<file path="src/rtl/tilegame_pkg.sv">
// Shared definitions for the tile game keyboard path.
//   - PS/2 set-2 scancode constants (prefixes and the game keys)
//   - parser state encoding, also driven out on state_dbg
//   - key index constants for the held bitmap {select,right,left,down,up}
//   - keyMask(): maps a scancode to a one-hot key mask
package tilegame_pkg;

    localparam logic [7:0] SC_EXT    = 8'hE0;
    localparam logic [7:0] SC_BRK    = 8'hF0;
    localparam logic [7:0] SC_UP     = 8'h75;
    localparam logic [7:0] SC_DOWN   = 8'h72;
    localparam logic [7:0] SC_LEFT   = 8'h6B;
    localparam logic [7:0] SC_RIGHT  = 8'h74;
    localparam logic [7:0] SC_SPACE  = 8'h29;
    // The receiver reports framing/parity problems as all-zeros or all-ones.
    localparam logic [7:0] SC_ERR_LO = 8'h00;
    localparam logic [7:0] SC_ERR_HI = 8'hFF;

    localparam int NUM_KEYS = 5;
    localparam int K_UP     = 0;
    localparam int K_DOWN   = 1;
    localparam int K_LEFT   = 2;
    localparam int K_RIGHT  = 3;
    localparam int K_SEL    = 4;

    typedef enum logic [1:0] {
        IDLE    = 2'd0,
        EXT     = 2'd1,
        BRK     = 2'd2,
        EXT_BRK = 2'd3
    } parserState_e;

    // Arrows are recognised with or without the E0 prefix (some keyboards
    // send the keypad code); space is only valid as a plain code.
    function automatic logic [NUM_KEYS-1:0] keyMask(input logic [7:0] code,
                                                     input logic       ext);
        logic [NUM_KEYS-1:0] mask;
        mask = '0;
        case (code)
            SC_UP:    mask[K_UP]    = 1'b1;
            SC_DOWN:  mask[K_DOWN]  = 1'b1;
            SC_LEFT:  mask[K_LEFT]  = 1'b1;
            SC_RIGHT: mask[K_RIGHT] = 1'b1;
            SC_SPACE: mask[K_SEL]   = ~ext;
            default:  mask = '0;
        endcase
        return mask;
    endfunction

endpackage

</file>
<file path="src/rtl/pulse_stretch.sv">
// Retriggerable pulse stretcher.
//   CLOCK_50 : system clock
//   resetn   : asynchronous active-low reset
//   trig     : one-cycle request; (re)loads the counter with STRETCH
//   pulse    : high while the counter is nonzero, i.e. STRETCH cycles
//              starting the cycle after trig
module pulse_stretch #(
    parameter int STRETCH = 4
) (
    input  logic CLOCK_50,
    input  logic resetn,
    input  logic trig,
    output logic pulse
);

    localparam int            CW   = $clog2(STRETCH + 1);
    localparam logic [CW-1:0] LOAD = CW'(STRETCH);
    localparam logic [CW-1:0] ONE  = CW'(1);

    logic [CW-1:0] cnt;

    always_ff @(posedge CLOCK_50 or negedge resetn) begin
        if (!resetn) begin
            cnt <= '0;
        end else if (trig) begin
            cnt <= LOAD;
        end else if (cnt != '0) begin
            cnt <= cnt - ONE;
        end
    end

    assign pulse = (cnt != '0);

endmodule

</file>
<file path="src/rtl/ps2_key_decoder.sv">
// PS/2 set-2 scancode decoder for the game keys.
//   CLOCK_50   : 50 MHz system clock
//   resetn     : asynchronous active-low reset
//   rx_data    : scancode byte from the PS/2 receiver
//   rx_valid   : byte strobe from the receiver
//   key_up/down/left/right/select : press pulses, STRETCH cycles wide,
//                one per make of a key that was not already held
//   held       : level bitmap {select,right,left,down,up} of held keys
//   state_dbg  : parser state (IDLE/EXT/BRK/EXT_BRK) for the HEX display
//
// Handshake: rx_valid is a one-cycle strobe with no ready/back-pressure;
// every cycle with rx_valid=1 delivers exactly one byte and is consumed in
// that cycle, so back-to-back strobes are back-to-back bytes.
module ps2_key_decoder
    import tilegame_pkg::*;
#(
    parameter int STRETCH = 4,
    parameter int TIMEOUT = 50000
) (
    input  logic       CLOCK_50,
    input  logic       resetn,
    input  logic [7:0] rx_data,
    input  logic       rx_valid,
    output logic       key_up,
    output logic       key_down,
    output logic       key_left,
    output logic       key_right,
    output logic       key_select,
    output logic [4:0] held,
    output logic [1:0] state_dbg
);

    localparam int            TW      = $clog2(TIMEOUT);
    localparam logic [TW-1:0] TO_LAST = TW'(TIMEOUT - 1);
    localparam logic [TW-1:0] TO_ONE  = TW'(1);

    parserState_e        state, nextState;
    logic [TW-1:0]       toCnt, toCntNext;
    logic [NUM_KEYS-1:0] heldReg, heldNext;
    logic [NUM_KEYS-1:0] trig;
    logic [NUM_KEYS-1:0] makeMask, breakMask;
    logic                isExt, isBrk, isErr;

    always_ff @(posedge CLOCK_50 or negedge resetn) begin
        if (!resetn) begin
            state   <= IDLE;
            heldReg <= '0;
            toCnt   <= '0;
        end else begin
            state   <= nextState;
            heldReg <= heldNext;
            toCnt   <= toCntNext;
        end
    end

    always_comb begin
        nextState = state;
        heldNext  = heldReg;
        trig      = '0;
        isExt     = (rx_data == SC_EXT);
        isBrk     = (rx_data == SC_BRK);
        isErr     = (rx_data == SC_ERR_LO) || (rx_data == SC_ERR_HI);
        // Only one of make/break applies per byte; the state picks which
        // and whether the E0 prefix was seen.
        makeMask  = keyMask(rx_data, state == EXT);
        breakMask = keyMask(rx_data, state == EXT_BRK);

        if (rx_valid) begin
            case (state)
                IDLE: begin
                    if (isExt) begin
                        nextState = EXT;
                    end else if (isBrk) begin
                        nextState = BRK;
                    end else if (isErr) begin
                        heldNext = '0;
                    end else begin
                        // A make of an already-held key is typematic repeat.
                        trig     = makeMask & ~heldReg;
                        heldNext = heldReg | makeMask;
                    end
                end
                EXT: begin
                    if (isBrk) begin
                        nextState = EXT_BRK;
                    end else if (isExt) begin
                        nextState = EXT;
                    end else if (isErr) begin
                        heldNext  = '0;
                        nextState = IDLE;
                    end else begin
                        trig      = makeMask & ~heldReg;
                        heldNext  = heldReg | makeMask;
                        nextState = IDLE;
                    end
                end
                BRK: begin
                    if (isExt) begin
                        nextState = EXT_BRK;
                    end else if (isBrk) begin
                        nextState = BRK;
                    end else begin
                        heldNext  = heldReg & ~breakMask;
                        nextState = IDLE;
                    end
                end
                default: begin
                    if (isExt || isBrk) begin
                        nextState = EXT_BRK;
                    end else begin
                        heldNext  = heldReg & ~breakMask;
                        nextState = IDLE;
                    end
                end
            endcase
        end else if (state != IDLE && toCnt == TO_LAST) begin
            // A prefix with no follow-up byte is dropped so a lost byte
            // cannot turn the next make into a break.
            nextState = IDLE;
        end
    end

    always_comb begin
        toCntNext = '0;
        if (!rx_valid && state != IDLE && toCnt != TO_LAST) begin
            toCntNext = toCnt + TO_ONE;
        end
    end

    pulse_stretch #(.STRETCH(STRETCH)) uStretchUp (
        .CLOCK_50(CLOCK_50), .resetn(resetn), .trig(trig[K_UP]),    .pulse(key_up)
    );
    pulse_stretch #(.STRETCH(STRETCH)) uStretchDown (
        .CLOCK_50(CLOCK_50), .resetn(resetn), .trig(trig[K_DOWN]),  .pulse(key_down)
    );
    pulse_stretch #(.STRETCH(STRETCH)) uStretchLeft (
        .CLOCK_50(CLOCK_50), .resetn(resetn), .trig(trig[K_LEFT]),  .pulse(key_left)
    );
    pulse_stretch #(.STRETCH(STRETCH)) uStretchRight (
        .CLOCK_50(CLOCK_50), .resetn(resetn), .trig(trig[K_RIGHT]), .pulse(key_right)
    );
    pulse_stretch #(.STRETCH(STRETCH)) uStretchSel (
        .CLOCK_50(CLOCK_50), .resetn(resetn), .trig(trig[K_SEL]),   .pulse(key_select)
    );

    assign held      = heldReg;
    assign state_dbg = state;

endmodule

</file>
<file path="config.mk">
export PLATFORM = sky130hd
export DESIGN_NAME = ps2_key_decoder
export DESIGN_NICKNAME = d
export VERILOG_FILES = /design/src/rtl/tilegame_pkg.sv /design/src/rtl/pulse_stretch.sv /design/src/rtl/ps2_key_decoder.sv
export SDC_FILE = /design/constraint.sdc
export NUM_CORES = 1
export LEC_CHECK = 0
export CAP_MARGIN = 5
export CORE_MARGIN = 2
export CORE_UTILIZATION = 57
export DETAILED_ROUTE_END_ITERATION = 8
export PLACE_DENSITY = 0.87
export SYNTH_ARGS = -nofsm -noshare
export SYNTH_HDL_FRONTEND = slang
export SYNTH_SLANG_ARGS = --single-unit
</file>
<file path="constraint.sdc">
create_clock -name CLOCK_50 -period 3.5 [get_ports CLOCK_50]
set_clock_uncertainty 0.2 [all_clocks]
set_input_delay 0.7 -clock CLOCK_50 [delete_from_list [all_inputs] [get_ports CLOCK_50]]
set_output_delay 0.7 -clock CLOCK_50 [all_outputs]
set_load 0.05 [all_outputs]
</file>
==> summary.md, run 1 <==
| Metric | Value |
|---|---|
| Die ar. | 4339 µm² |
| Area of the mapped netlist | 2182 µm² |
| Max-slew violation count | 0 |
| Sequential share of power | 39.3% |
| Fin nets | 268 |
| Placed Cells | 287 |
| Sequential cell area | 950.9 µm² |
| Max Fclk | 0.3454 GHz |
| Detailed router's first-iteration violation count | 82 |
| Clock insertion delay at the later pin of the skew report | 0.29 ns |
| Reg2reg start | toCnt[11] |
| H-tree depth | 2 |
| Fillers | 286 |
| Clk buf depth | 2 |
| Setup TNS after final layout | 0 ns |
| Grt total ovfl | 0 |
| Wire length of the first global-routing pass | 7.038 mm |
| Cell mode on critical path | inv_1 |
| Antenna violations before repair | 0 |
| Area delta synth->final | 14.74% |
| Worst-Margin Slew | 0.8051 ns |
| Setup crit end kind | output port |
| Layout Cells excl Fill | 294 |
| Cell count after synthesis | 222 |
| Rows | 22 |
| Residual DRC count | 0 |
| Distinct cells, synth | 47 |
| Clock-pin slew on the worst setup and hold paths | 0.07 ns |
| Average wire per standard cell | 13.38 µm |
| Layout cells sized above 1 | 6.098% |
| CTS tree | yes |
| Synth cell count leaders | 38 x dfrtp_1, 25 x nor2_1, 20 x inv_1, 14 x a21oi_1, 14 x xnor2_1 |
| Ports | 23 |
| Internal power | 963.9 µW |
| CTS buffer count | 5 |
| Vias per inst | 5.633 |
| Detailed Place HPWL | 2.856 mm |
| CP cell instances | inv_1, ha_1, nor2b_1, inv_1, clkdlybuf4s50_1 |
| Clk pwr share | 18.3% |
| PwrDens | 603.1 nW/µm² |
| Avg Cell Area, Syn | 9.829 µm² |
| VDD IR max | 0.4365 mV |
| Synthesis-stage register bit count | 38 |
| Net Count, Synth | 244 |
| Post-cts sizing count | 0 |
| Logic pwr share | 42.4% |
| Synth area leader | dfrtp_1 |
| Synth Flop Type | dfrtp_1 |
| Post-DRT Antenna Nets | 0 |
| Largest net degree at the start of global routing | 39 |
| Ys async rst share | 100.0% |
| Hold depth | 1 |
| Crit path time final | 2.895 ns |
| Final Hold Vio Count | 0 |
| Status | completed |
| Worst EP required | 2.60 ns |
| Crit-path max cell delay | 0.70 ns |
| NetSw | 545.9 µW |
| Yosys warns | 0 |
| Initial Util | 59.60% |
| Crit path max fanout | 4 |
| Hold Path Class | register to register |
| Slowest cell on the critical path | clkdlybuf4s50_1 |
| Root Driver | clkbuf_8 |
| Global-route usage over all layers | 21.42% |
| Worst Reg-to-Reg Cells | 4 |
| RR Endpoint | toCnt[10] |
| DR pass1 iterations | 4 |
| Max Cap Violations | 0 |
| Unrepaired setup endpoints after global routing | false |
| Top-count cell post-synth | dfrtp_1 |
| Total number of vias | 1656 |
| Leakage | 0.0009912 µW |
| Setup slack, reg-to-reg | 1.20 ns |
| Die width | 65.87 µm |
| Hold path start | toCnt[0] |
| Setup violations, final | 0 |
| Post-synth EDFFs | 0 |
| GPL Wtd Cong | 0.8687 |
| Hold endpoint | toCnt[0] |
| CP Class | register to output port |
| Sw Share | 36.16% |
| Top cells by area, synth | dfrtp_1 44%, ha_1 6.3%, xnor2_1 5.6% |
| Detailed-route wire length | 3.935 mm |
| Die Span Y | 65.87 µm |
| Setup Fix Bufs, Post-CTS | 0 |
| Critical Path AT | 2.00 ns |
| Vias in the first global route | 1607 |
| Tcrit/Tclk final | 82.72% |
| Post-synthesis sequential area ratio | 43.58% |
| Slew HR | 46.32% |
| # diodes | 0 |
| Area taken by multi-input logic gates | 1119 µm² |
| CP Launch Type | register |
| IO buf count | 22 |
| Top cell type's share of synthesized area | 43.58% |
| Hold buffers post-CTS | 0 |
| Clock sinks | 38 |
| Core area | 3661 µm² |
-- worst max path at each step --
| stage | from | endpoint | slack, ns | cells past startpoint |
|---|---|---|---|---|
| floorplan | rx_data[4] | uStretchRight.cnt[2] | 1.22 | 4 |
| global placement | rx_data[7] | uStretchUp.cnt[0] | 0.62 | 6 |
| detailed placement | rx_data[4] | uStretchRight.cnt[2] | 0.55 | 5 |
| CTS | uStretchRight.cnt[0] | key_right | 0.57 | 5 |
| global route | uStretchRight.cnt[0] | key_right | 0.45 | 5 |
| finish | uStretchRight.cnt[0] | key_right | 0.60 | 5 |
-- power by group through the flow --
stage,registers [µW],logic (µW),clock network (µW)
final,593,641,276
after global routing,606,733,303
after CTS,593,653,286
after detailed placement,600,650,0
after global placement,599,628,0
after floorplan,607,479,0
-- area by class of cell --
class                   instances  share of cell area, %
clock buffers                   7                  3.048
repair buffers                 23                  8.896
multi-input cells             158                  44.68
inverters                      20                  2.999
well taps                      48                  2.399
flip-flops and latches         38                  37.98
-- placed cells by master, fill, tap and decap left out, drive strengths merged, types with 2 or more instances in the layout --
cell / count
a21oi: 14
a221o: 2
a221oi: 2
a311oi: 4
buf: 2
clkbuf: 7
clkdlybuf4s50: 21
dfrtp: 38
ha: 11
inv: 20
mux2i: 3
nand2: 9
nand3: 8
nand4: 3
nor2: 25
nor2b: 8
nor3: 5
nor3b: 2
nor4: 5
nor4bb: 3
o21a: 3
o21ai: 4
o31a: 2
o31ai: 4
or2: 3
or3: 4
or4: 4
or4bb: 2
xnor2: 14
xor2: 2
-- critical path, delay by kind of cell (launching register included) --
kind / cells / cell delay (ns)
flip-flops: 1 / 0.36
buffers and inverters: 3 / 0.88
AND/OR/NAND/NOR: 1 / 0.30
adder cells (fa/ha/maj): 1 / 0.17
-- flip-flops by register name, summed over array words and instances, names as in the netlist --
register	cells
uStretchDown.cnt	3
toCnt	16
uStretchUp.cnt	3
uStretchLeft.cnt	3
uStretchSel.cnt	3
uStretchRight.cnt	3
held	5
state_dbg	2
-- layer usage --
metal,track usage [%],part of all wire (%)
met4,7.292,1.5
met5,0,0
met2,33.59,47
met3,6.303,4.0
met1,28.40,47
-- metrics by stage --
stage               hold WS [ns]  total power [µW]  utilization (%)  instance area [µm²]  setup WS, ns
global route              0.3021              1642            68.39                 2504        0.4473
detailed placement        0.2760              1251            66.30                 2427        0.5486
global placement          0.2729              1227            66.30                 2427        0.6203
floorplan                 0.2044              1086                -                 2182         1.221
CTS                       0.2854              1532            68.39                 2504        0.5673
finish                    0.2859              1510            68.39                 2504        0.6049
-- logic make-up after synthesis --
logic type	after synthesis	share of synthesized area, %
AO/OA/AOI/OAI	41	14.34
XOR/XNOR	16	6.422
adder cells (fa/ha/maj)	11	6.307
buffers and inverters	26	5.160
flip-flops	38	43.58
multiplexers	3	1.376
AND/OR/NAND/NOR	87	22.82
Power figures use the tool's default switching activity.
==> inputs of run 2 (changes only) <==
CORE_UTILIZATION = 51   (was 57)
PLACE_DENSITY = 0.83   (was 0.87)
clock period = 2.45 ns   (was 3.5 ns; I/O delays follow)
==> run 2 against run 1 <==
Effect of this change:
- total power grew 52%
- setup slack lost 0.53 ns
- global-route usage shrank 2.8 points
- via count grew 5.0%
- sequential power grew 43%
- sequential share of layout area shrank 2.6 points
- combinational power grew 46%
- first-iteration DRC count shrank 8.5%
==> summary.md, run 2 (same netlist as run 1, synthesis figures left out) <==
| Metric | Value |
|---|---|
| Hold buffers post-CTS | 0 (unchanged) |
| H-tree depth | 2 (unchanged) |
| Grt met3 use | 4.506% (-1.8 points) |
| Setup crit end kind | register |
| Grt total ovfl | 0 (unchanged) |
| Setup Fix Bufs, Post-CTS | 0 (unchanged) |
| Hold Path Class | input pin to asynchronous set/reset pin |
| Max Fclk | 0.4209 GHz |
| Commonest non-fill, non-tap cell in the layout | dfrtp_1 |
| Global-route usage over all layers | 18.62% (-2.8 points) |
| Most frequent cells in the layout | 38 x dfrtp_1, 28 x buf_4, 25 x nor2_1 |
| Critical Path AT | 2.34 ns (+0.34 ns) |
| Slowest cell on the critical path | or4_4 |
| Ports | 23 (unchanged) |
| Vias in the first global route | 1774 (+10%) |
| Detailed-route wire length | 4.119 mm (+4.7%) |
| Worst Setup Slack post-DPL | -0.2182 ns (-0.7668 ns) |
| CTS tree | yes |
| Average wire per standard cell | 12.91 µm (-3.5%) |
| Tcrit/Tclk final | 96.97% |
| Unrepaired setup endpoints after global routing | false |
| Final Hold Vio Count | 0 (unchanged) |
| CTS buffer count | 5 (unchanged) |
| CP cell instances | clkdlybuf4s50_1, or4_4, o32ai_4, or3b_1, o21ai_0 |
| Clock-pin slew on the worst setup and hold paths | 0.07 ns (about the same) |
| Worst EP required | 2.41 ns (-0.19 ns) |
| M2 GR Usage | 32.37% (-1.2 points) |
| PwrDens | 854.0 nW/µm² (+42%) |
| Crit path buf inv count | 1 (-2) |
| Detailed Place HPWL | 3.144 mm (+10%) |
| Setup slack, reg-to-reg | 0.39 ns (-0.81 ns) |
| Residual DRC count | 0 (unchanged) |
| Biggest register | toCnt |
| Crit path time final | 2.376 ns |
| Core area | 4058 µm² (+11%) |
| Largest net degree at the start of global routing | 39 (unchanged) |
| Final Worst Setup Slack | 0.07415 ns (-0.5307 ns) |
| Critical path's top delay family | simple AND/OR/NAND/NOR gates |
| Setup violations, final | 0 (unchanged) |
| Clock insertion delay at the later pin of the skew report | 0.28 ns (about the same) |
| Max Cap Violations | 0 (unchanged) |
| IO buf count | 22 (unchanged) |
| Leakage | 0.001120 µW (+13%) |
| Crit-path max cell delay | 0.58 ns (-0.12 ns) |
| Initial Util | 53.78% (-5.8 points) |
| Antenna violations before repair | 0 (unchanged) |
| Global-route layer with the greatest usage | met2 |
| Layout cells sized above 1 | 16.73% (+11 points) |
| Fin nets | 290 (+8.2%) |
| Clock sinks | 38 (unchanged) |
| Wire length of the first global-routing pass | 7.383 mm (+4.9%) |
| Max-slew violation count | 0 (unchanged) |
| Max reg flops | 16 (unchanged) |
| Root Driver | clkbuf_8 |
| VDD IR max | 0.4485 mV (+2.8%) |
| Die ar. | 4818 µm² (+11%) |
| M1 GR Usage | 23.29% (-5.1 points) |
| Status | completed |
| Vias per inst | 5.451 (-3.2%) |
| Final Core Density | 66.33% (-2.1 points) |
| Worst-Margin Slew | 0.8201 ns (+0.01495 ns) |
| Post-cts sizing count | 0 (unchanged) |
| GPL Wtd Cong | 0.8335 (-4.1%) |
| Area delta synth->final | 23.34% |
| Die Span Y | 69.41 µm (+5.4%) |
| CP Launch Type | input pin |
| # diodes | 0 (unchanged) |
| DR pass1 iterations | 4 (unchanged) |
| Post-DRT Antenna Nets | 0 (unchanged) |
| CP Class | input pin to register |
| Crit path max fanout | 7 (+3) |
| Slew HR | 45.33% (-1.0 points) |
| Die width | 69.41 µm (+5.4%) |
| Rows | 23 (+4.5%) |
| Clk buf depth | 2 (unchanged) |
| Fillers | 330 (+15%) |
| Total number of vias | 1739 (+5.0%) |
| Detailed router's first-iteration violation count | 75 (-8.5%) |
==> run 2: area by class of cell <==
cell class / instances / area [µm²] / area share (%)
Timing Repair Buffer: 45 / 375.4 / 13.95
Clock inverter: 3 / 40.04 / 1.488
Inverter: 20 / 75.07 / 2.789
Multi-Input combinational cell: 158 / 1119 / 41.56
Clock buffer: 5 / 68.82 / 2.557
Tap cell: 50 / 62.56 / 2.325
Sequential cell: 38 / 950.9 / 35.33
==> run 2: metrics by stage <==
step | total power, µW | TNS, ns | hold WS [ns] | instance area, µm² | std cells
6_report | 2298 | 0 | 0.09486 | 2691 | 319
2_1_floorplan | 1552 | 0 | -0.005591 | 2182 | 222
3_5_place_dp | 1809 | -2.799 | 0.2749 | 2582 | 311
4_1_cts | 2330 | 0 | 0.1210 | 2691 | 319
5_1_grt | 2488 | 0 | 0.1705 | 2691 | 319
3_3_place_gp | 1748 | -2.105 | 0.2686 | 2582 | 311
==> run 2: final timing paths <==
kind / start / to / cells past startpoint
max: rx_data[7] / uStretchSel.cnt[2] / 5
min: resetn / uStretchUp.cnt[0] / 1
max reg2reg: toCnt[11] / toCnt[9] / 5
min reg2reg: toCnt[0] / toCnt[0] / 1
max in group asynchronous: resetn / toCnt[6] / 1
min in group CLOCK_50: toCnt[0] / toCnt[0] / 1
==> run 2: report_power, final <==
part,internal (µW),switching (µW),leakage [µW],total (µW)
Clock,299,212,0.0000579,512
Sequential,772,78.4,0.000498,850
Combinational,411,525,0.000565,936
==> run 2: worst register-to-register path, stage by stage, from the launching register on <==
cell and delay (ns):
dfrtp_1 0.43, or4b_1 0.53, nor4_1 0.41, or2_1 0.17, buf_4 0.15, nor2_1 0.06
==> run 2: metal layers <==
| metal | routed length (µm) | vias to the layer above | share of wire [%] |
|---|---|---|---|
| met5 | 0 | - | 0 |
| met4 | 40 | 0 | 0.97 |
| met3 | 179 | 6 | 4.3 |
| met2 | 2005 | 38 | 49 |
| met1 | 1893 | 815 | 46 |
| li1 | - | 880 | - |
==> patch 1, RTL diff (flow settings as in run 2) <==
Put a register stage on the output `key_select`, with the module's reset. The value now appears one clock later. The other outputs are not delayed to match.
--- a/src/rtl/ps2_key_decoder.sv
+++ b/src/rtl/ps2_key_decoder.sv
@@ -33,6 +33,8 @@
     localparam int            TW      = $clog2(TIMEOUT);
     localparam logic [TW-1:0] TO_LAST = TW'(TIMEOUT - 1);
     localparam logic [TW-1:0] TO_ONE  = TW'(1);
+
+    logic key_select_d;
 
     parserState_e        state, nextState;
     logic [TW-1:0]       toCnt, toCntNext;
@@ -140,11 +142,19 @@
         .CLOCK_50(CLOCK_50), .resetn(resetn), .trig(trig[K_RIGHT]), .pulse(key_right)
     );
     pulse_stretch #(.STRETCH(STRETCH)) uStretchSel (
-        .CLOCK_50(CLOCK_50), .resetn(resetn), .trig(trig[K_SEL]),   .pulse(key_select)
+        .CLOCK_50(CLOCK_50), .resetn(resetn), .trig(trig[K_SEL]),   .pulse(key_select_d)
     );
 
     assign held      = heldReg;
     assign state_dbg = state;
 
+    always_ff @(posedge CLOCK_50 or negedge resetn) begin
+        if (!resetn) begin
+            key_select <= '0;
+        end else begin
+            key_select <= key_select_d;
+        end
+    end
+
 endmodule
 
Check against the original RTL: not equivalent (Yosys sat finds a counterexample within 4 cycles, from zero or initial values and one cycle with resetn low).
==> patch 1 against run 2 <==
- synthesized cell count grew 0.90%
- synthesized area down 3.0%
- wire length shrank 5.9%
- clock power is 10% lower
- setup slack better by 0.15 ns
- sequential cell count is 1 higher
- total power down 4.6%
- final area down 4.6%
==> patch 1: results (changes against run 2) <==
CTS
  – Total CTS buffers: 5 (unchanged)
  – Worst-Skew Late Latency: 0.29 ns

Synthesis
  – Synth Warn #: 0 (unchanged)
  – Top post-synthesis cells by area: dfrtp_1 46%, nor2_1 6.6%, ha_1 6.5% (was dfrtp_1 44%, ha_1 6.3%, xnor2_1 5.6%)
  – Post-synthesis net count: 246 (was 244)
  – Synth top cells by count: 39 x dfrtp_1, 37 x nor2_1, 18 x inv_1 (was 38 x dfrtp_1, 25 x nor2_1, 20 x inv_1)
  – Yosys cell types: 39 (was 47)
  – Asr flop ratio synth: 1.00 (unchanged)
  – Sequential area share after synthesis: 0.461 (was 0.436)

Worst hold path
  – Hold path depth: 1
  – Hold_sp: toCnt[0]
  – Worst hold path class: flop to flop (was primary input to async pin)

Layout
  – Largest reg by FF count: toCnt (unchanged)
  – Fillers: 325 (was 330)
  – Share of cells above drive strength 1: 0.117 (was 0.167)
  – Final nets: 285 (was 290)
  – Flip-flop count of the largest register after layout: 16 (unchanged)

Placement
  – Gpl congestion: 0.874 (was 0.834)
  – DP Worst Slack: 0.0597 ns (was -0.218 ns)
  – Dpl hpwl: 2970 um (was 3140 um)
  – Post-DP Area: 0.00246 mm^2 (was 0.00258 mm^2)

Power
  – Worst vdd ir: 0.506 mV (was 0.448 mV)
  – Leak pwr: 1.12 nW (about the same)

Route
  – Metal2 WL: 1780 um (was 2010 um)
  – M1 WL: 1810 um (was 1890 um)
  – Highest Signal Layer: met4 (unchanged)
  – Routed vias/inst: 5.28 (was 5.45)
  – Pre-antenna DRT Iters: 4 (unchanged)
  – Final wirelength: 3880 um (was 4120 um)
  – Drt initial violations: 97 (was 75)
  – Met3 WL: 226 um (was 179 um)

Critical path
  – Reg2Reg Depth: 5 (unchanged)
  – R2R setup slack: 0.40 ns
  – CP arrival: 1.53 ns (was 2.34 ns)
  – Max FO, Critical Path: 4 (was 7)
  – Slowest Stage Delay on Critical Path: 0.84 ns (was 0.58 ns)
  – Crit path to: state_dbg[0] (was uStretchSel.cnt[2])
  – Critical R2R Launch: toCnt[10] (was toCnt[11])
  – Critical Path Start: state_dbg[0] (was rx_data[7])
  – R2r endpoint: toCnt[9] (unchanged)
  – Slowest-stage cell, CP: clkdlybuf4s50_1 (was or4_4)
  – Worst path top cell family by delay: buffers and inverters (was simple AND/OR/NAND/NOR gates)

Status
  – Status: complete, no violations (unchanged)

Global routing
  – GRT Util Overall: 0.188 (was 0.186)
  – Vias in the first global route: 1583 (was 1774)
  – Largest net degree at the start of global routing: 24 (was 39)
  – First-pass GRT wire length: 6620 um (was 7380 um)

STA
  – Max transition margin: 0.657 (was 0.453)
  – Final period util: 0.907 (was 0.970)
patch 1: through the flow:
| stage | instances | hold WS, ns | total power, mW |
|---|---|---|---|
| global route | 314 | 0.292 | 2.35 |
| global placement | 305 | 0.253 | 1.70 |
| finish | 314 | 0.276 | 2.19 |
| floorplan | 224 | -0.00559 | 1.52 |
| CTS | 314 | 0.281 | 2.22 |
| detailed placement | 305 | 0.271 | 1.75 |
patch 1: kinds of logic after synthesis:
family / after synthesis / synth area share
AOI/OAI and AO/OA: 27 / 0.0804
xor gates and xnor gates: 16 / 0.0662
adders and majority gates: 11 / 0.0650
buffers and inverters: 22 / 0.0426
DFF: 39 / 0.461
muxes: 3 / 0.0142
and+or+nand+nor: 106 / 0.271
patch 1: final cells by class:
type	instances	area, um^2	share of cell area
clock buffers	8	100	0.0390
inverters	18	67.6	0.0263
multi-input cells	163	1050	0.409
flip-flops and latches	39	976	0.380
well taps	50	62.6	0.0244
repair buffers	36	310	0.121
patch 1: what timing repair did:
item / in CTS / in global routing
hold buffers: 1 / 0
resized for setup: 0 / 0
hold endpoints to repair: 21 / 0
patch 1: metal layers:
metal,global-route usage,vias up
li1,-,846
met1,0.241,770
met2,0.300,36
met3,0.0461,7
met4,0.0850,0
met5,0,-
patch 1: power breakdown:
part / switching (mW) / total (mW) / internal, mW / leakage, nW
registers: 0.0717 / 0.866 / 0.795 / 0.507
clock network: 0.204 / 0.461 / 0.257 / 0.0515
logic: 0.501 / 0.865 / 0.364 / 0.560
==> patch 2, RTL diff (settings of run 2) <==
Made on the original files. The parameter `TIMEOUT` goes from 50000 to 25000.
--- a/src/rtl/ps2_key_decoder.sv
+++ b/src/rtl/ps2_key_decoder.sv
@@ -15,7 +15,7 @@
     import tilegame_pkg::*;
 #(
     parameter int STRETCH = 4,
-    parameter int TIMEOUT = 50000
+    parameter int TIMEOUT = 25000
 ) (
     input  logic       CLOCK_50,
     input  logic       resetn,
Check against the original RTL: no difference found for any inputs over 4 cycles, from zero or initial values and one cycle with resetn low; that may be too few to reach the edited logic, so the function may still have changed.
==> patch 2 against run 2 <==
- sequential cell count down 1
- critical endpoint is now uStretchRight.cnt[2]
- total power up 0.98%
- non-clock buffer count down 8
- final area down 4.0%
- global-route usage up 3.0 points
- die area down 3.7%
- wire length up 5.9%
- critical path depth up 1
- synthesized area down 3.9%
- setup slack better by 0.095 ns
- final cell count down 5.6%
- fmax up 4.2%
- highest routed layer unchanged
- via count down 4.0%
==> patch 2: results (changes against run 2) <==
Status
  – Status: complete, no violations (unchanged)

Critical path
  – Reg2Reg Depth: 6 (was 5)
  – R2r endpoint: toCnt[13] (was toCnt[9])
  – R2R setup slack: 0.49 ns (was 0.39 ns)
  – Critical R2R Launch: toCnt[0] (was toCnt[11])
  – CP arrival: 2.26 ns (was 2.34 ns)

STA
  – Worst-margin pin slew: 0.498 ns (was 0.820 ns)
  – Hold WS: 0.256 ns (was 0.0949 ns)
  – Setup violations, final: 0 (unchanged)

Synthesis
  – Post-Syn Area per Cell: 10.0 um^2 (was 9.83 um^2)
  – Post-synthesis net count: 231 (was 244)
  – Top post-synthesis cells by area: dfrtp_1 44%, ha_1 6.6%, nor2_1 5.4% (was dfrtp_1 44%, ha_1 6.3%, xnor2_1 5.6%)
  – Synth top cells by count: 37 x dfrtp_1, 30 x nor2_1, 15 x inv_1 (was 38 x dfrtp_1, 25 x nor2_1, 20 x inv_1)
  – Dominant synthesized flop cell: dfrtp_1 (unchanged)
  – Compound-cell area share of the yosys netlist: 0.106 (was 0.143)
  – Sequential area share after synthesis: 0.442 (was 0.436)
  – XOR/XNOR Fraction of Synth Area: 0.0710 (was 0.0642)
  – Mux contribution to synthesized area: 0.0191 (was 0.0138)
  – Asr flop ratio synth: 1.00 (unchanged)
  – Adder-cell share of the synthesized area: 0.0656 (was 0.0631)
  – Yosys cell types: 51 (was 47)

CTS
  – Reg clk slew, reported paths: 0.08 ns
  – Total CTS buffers: 5 (unchanged)
  – Clock root cell: clkbuf_8 (unchanged)
  – Clock H-tree levels: 2 (unchanged)
  – Clock buffer depth: 2 (unchanged)

Worst hold path
  – Worst hold path endpoint: toCnt[0]
  – Worst hold path class: flop to flop (was primary input to async pin)
  – Hold path depth: 1

Global routing
  – First-pass GRT wire length: 7400 um (was 7380 um)
  – GRT Util Overall: 0.216 (was 0.186)
  – Vias in the first global route: 1629 (was 1774)
  – Initial antenna violation count: 0 (unchanged)
  – Largest net degree at the start of global routing: 38 (was 39)

Placement
  – Inst Count DP: 293 (was 311)
  – Gpl congestion: 0.822 (was 0.834)
  – DP Worst Slack: -0.145 ns (was -0.218 ns)
  – Dpl hpwl: 3310 um (was 3140 um)

Power
  – Leak pwr: 1.14 nW (was 1.12 nW)
  – Worst vdd ir: 0.588 mV (was 0.448 mV)

Layout
  – Diode count: 0 (unchanged)
  – Flip-flop count of the largest register after layout: 15 (was 16)
  – Share of cells above drive strength 1: 0.159 (was 0.167)
  – Final nets: 272 (was 290)

Route
  – Routed vias/inst: 5.55 (was 5.45)
  – Drt initial violations: 69 (was 75)
  – WL/cell: 14.5 um (was 12.9 um)
  – Pre-antenna DRT Iters: 5 (was 4)
  – Final wirelength: 4360 um (was 4120 um)
[patch 2: cell types whose count changed after synthesis, sizes merged, moves of 3 or more]
| cell | delta |
|---|---|
| xnor2 | -5 |
| nor2b | -3 |
| o21a | -3 |
| and4 | +4 |
| xor2 | +6 |
| nand4 | +3 |
| or4 | -4 |
| a21oi | -8 |
| nor2 | +6 |
| inv | -5 |
| a311oi | -4 |
| buf | -3 |
[patch 2: cell families (layout without fill, tap and decap cells)]
family	after synthesis	in the layout
simple gates	93	93
buf+inv	18	60
flops	37	37
xor+xnor	17	17
mux	4	4
compound gates	29	29
fa+ha+maj	11	11
[patch 2: final cells by class]
class / instances / area, um^2
fillers: 313 / 1390
well taps: 50 / 62.6
flip-flops and latches: 37 / 926
repair buffers: 37 / 318
clock buffers: 6 / 82.6
clock inverters: 2 / 37.5
inverters: 15 / 56.3
multi-input cells: 154 / 1100
[patch 2: stage by stage]
stage	area, um^2	power, mW
floorplan	2100	1.52
global placement	2460	1.73
detailed placement	2460	1.78
CTS	2580	2.34
global route	2580	2.48
finish	2580	2.32
[patch 2: worst max-delay path: stages]
cell and delay, ns:
clkdlybuf4s50_1 0.50, nor4_1 0.40, a2bb2oi_1 0.19, nor3b_2 0.19, buf_4 0.17, a221o_1 0.33
[patch 2: worst max-delay path by stage]
stage                 startpoint                    to  slack, ns  cells after the start
finish                rx_data[3]  uStretchRight.cnt[2]       0.17                      6
global route          rx_data[2]    uStretchSel.cnt[1]       0.07                      6
CTS                   rx_data[3]  uStretchRight.cnt[2]       0.17                      6
detailed placement    rx_data[3]  uStretchRight.cnt[2]      -0.14                      6
global placement      rx_data[3]  uStretchRight.cnt[2]      -0.02                      6
floorplan           state_dbg[1]               held[3]       0.46                      4
[patch 2: report_power, final]
part           total, mW  switching, mW  leakage, nW  internal (mW)
Combinational      0.934          0.531        0.600          0.403
Clock              0.549          0.218       0.0574          0.331
Sequential         0.838         0.0826        0.484          0.756
[patch 2: routing by layer]
| layer | routed length (um) | GRT usage |
|---|---|---|
| met4 | 72 | 0.0750 |
| met5 | 0 | 0 |
| met2 | 2160 | 0.341 |
| met1 | 2000 | 0.303 |
| met3 | 133 | 0.0345 |
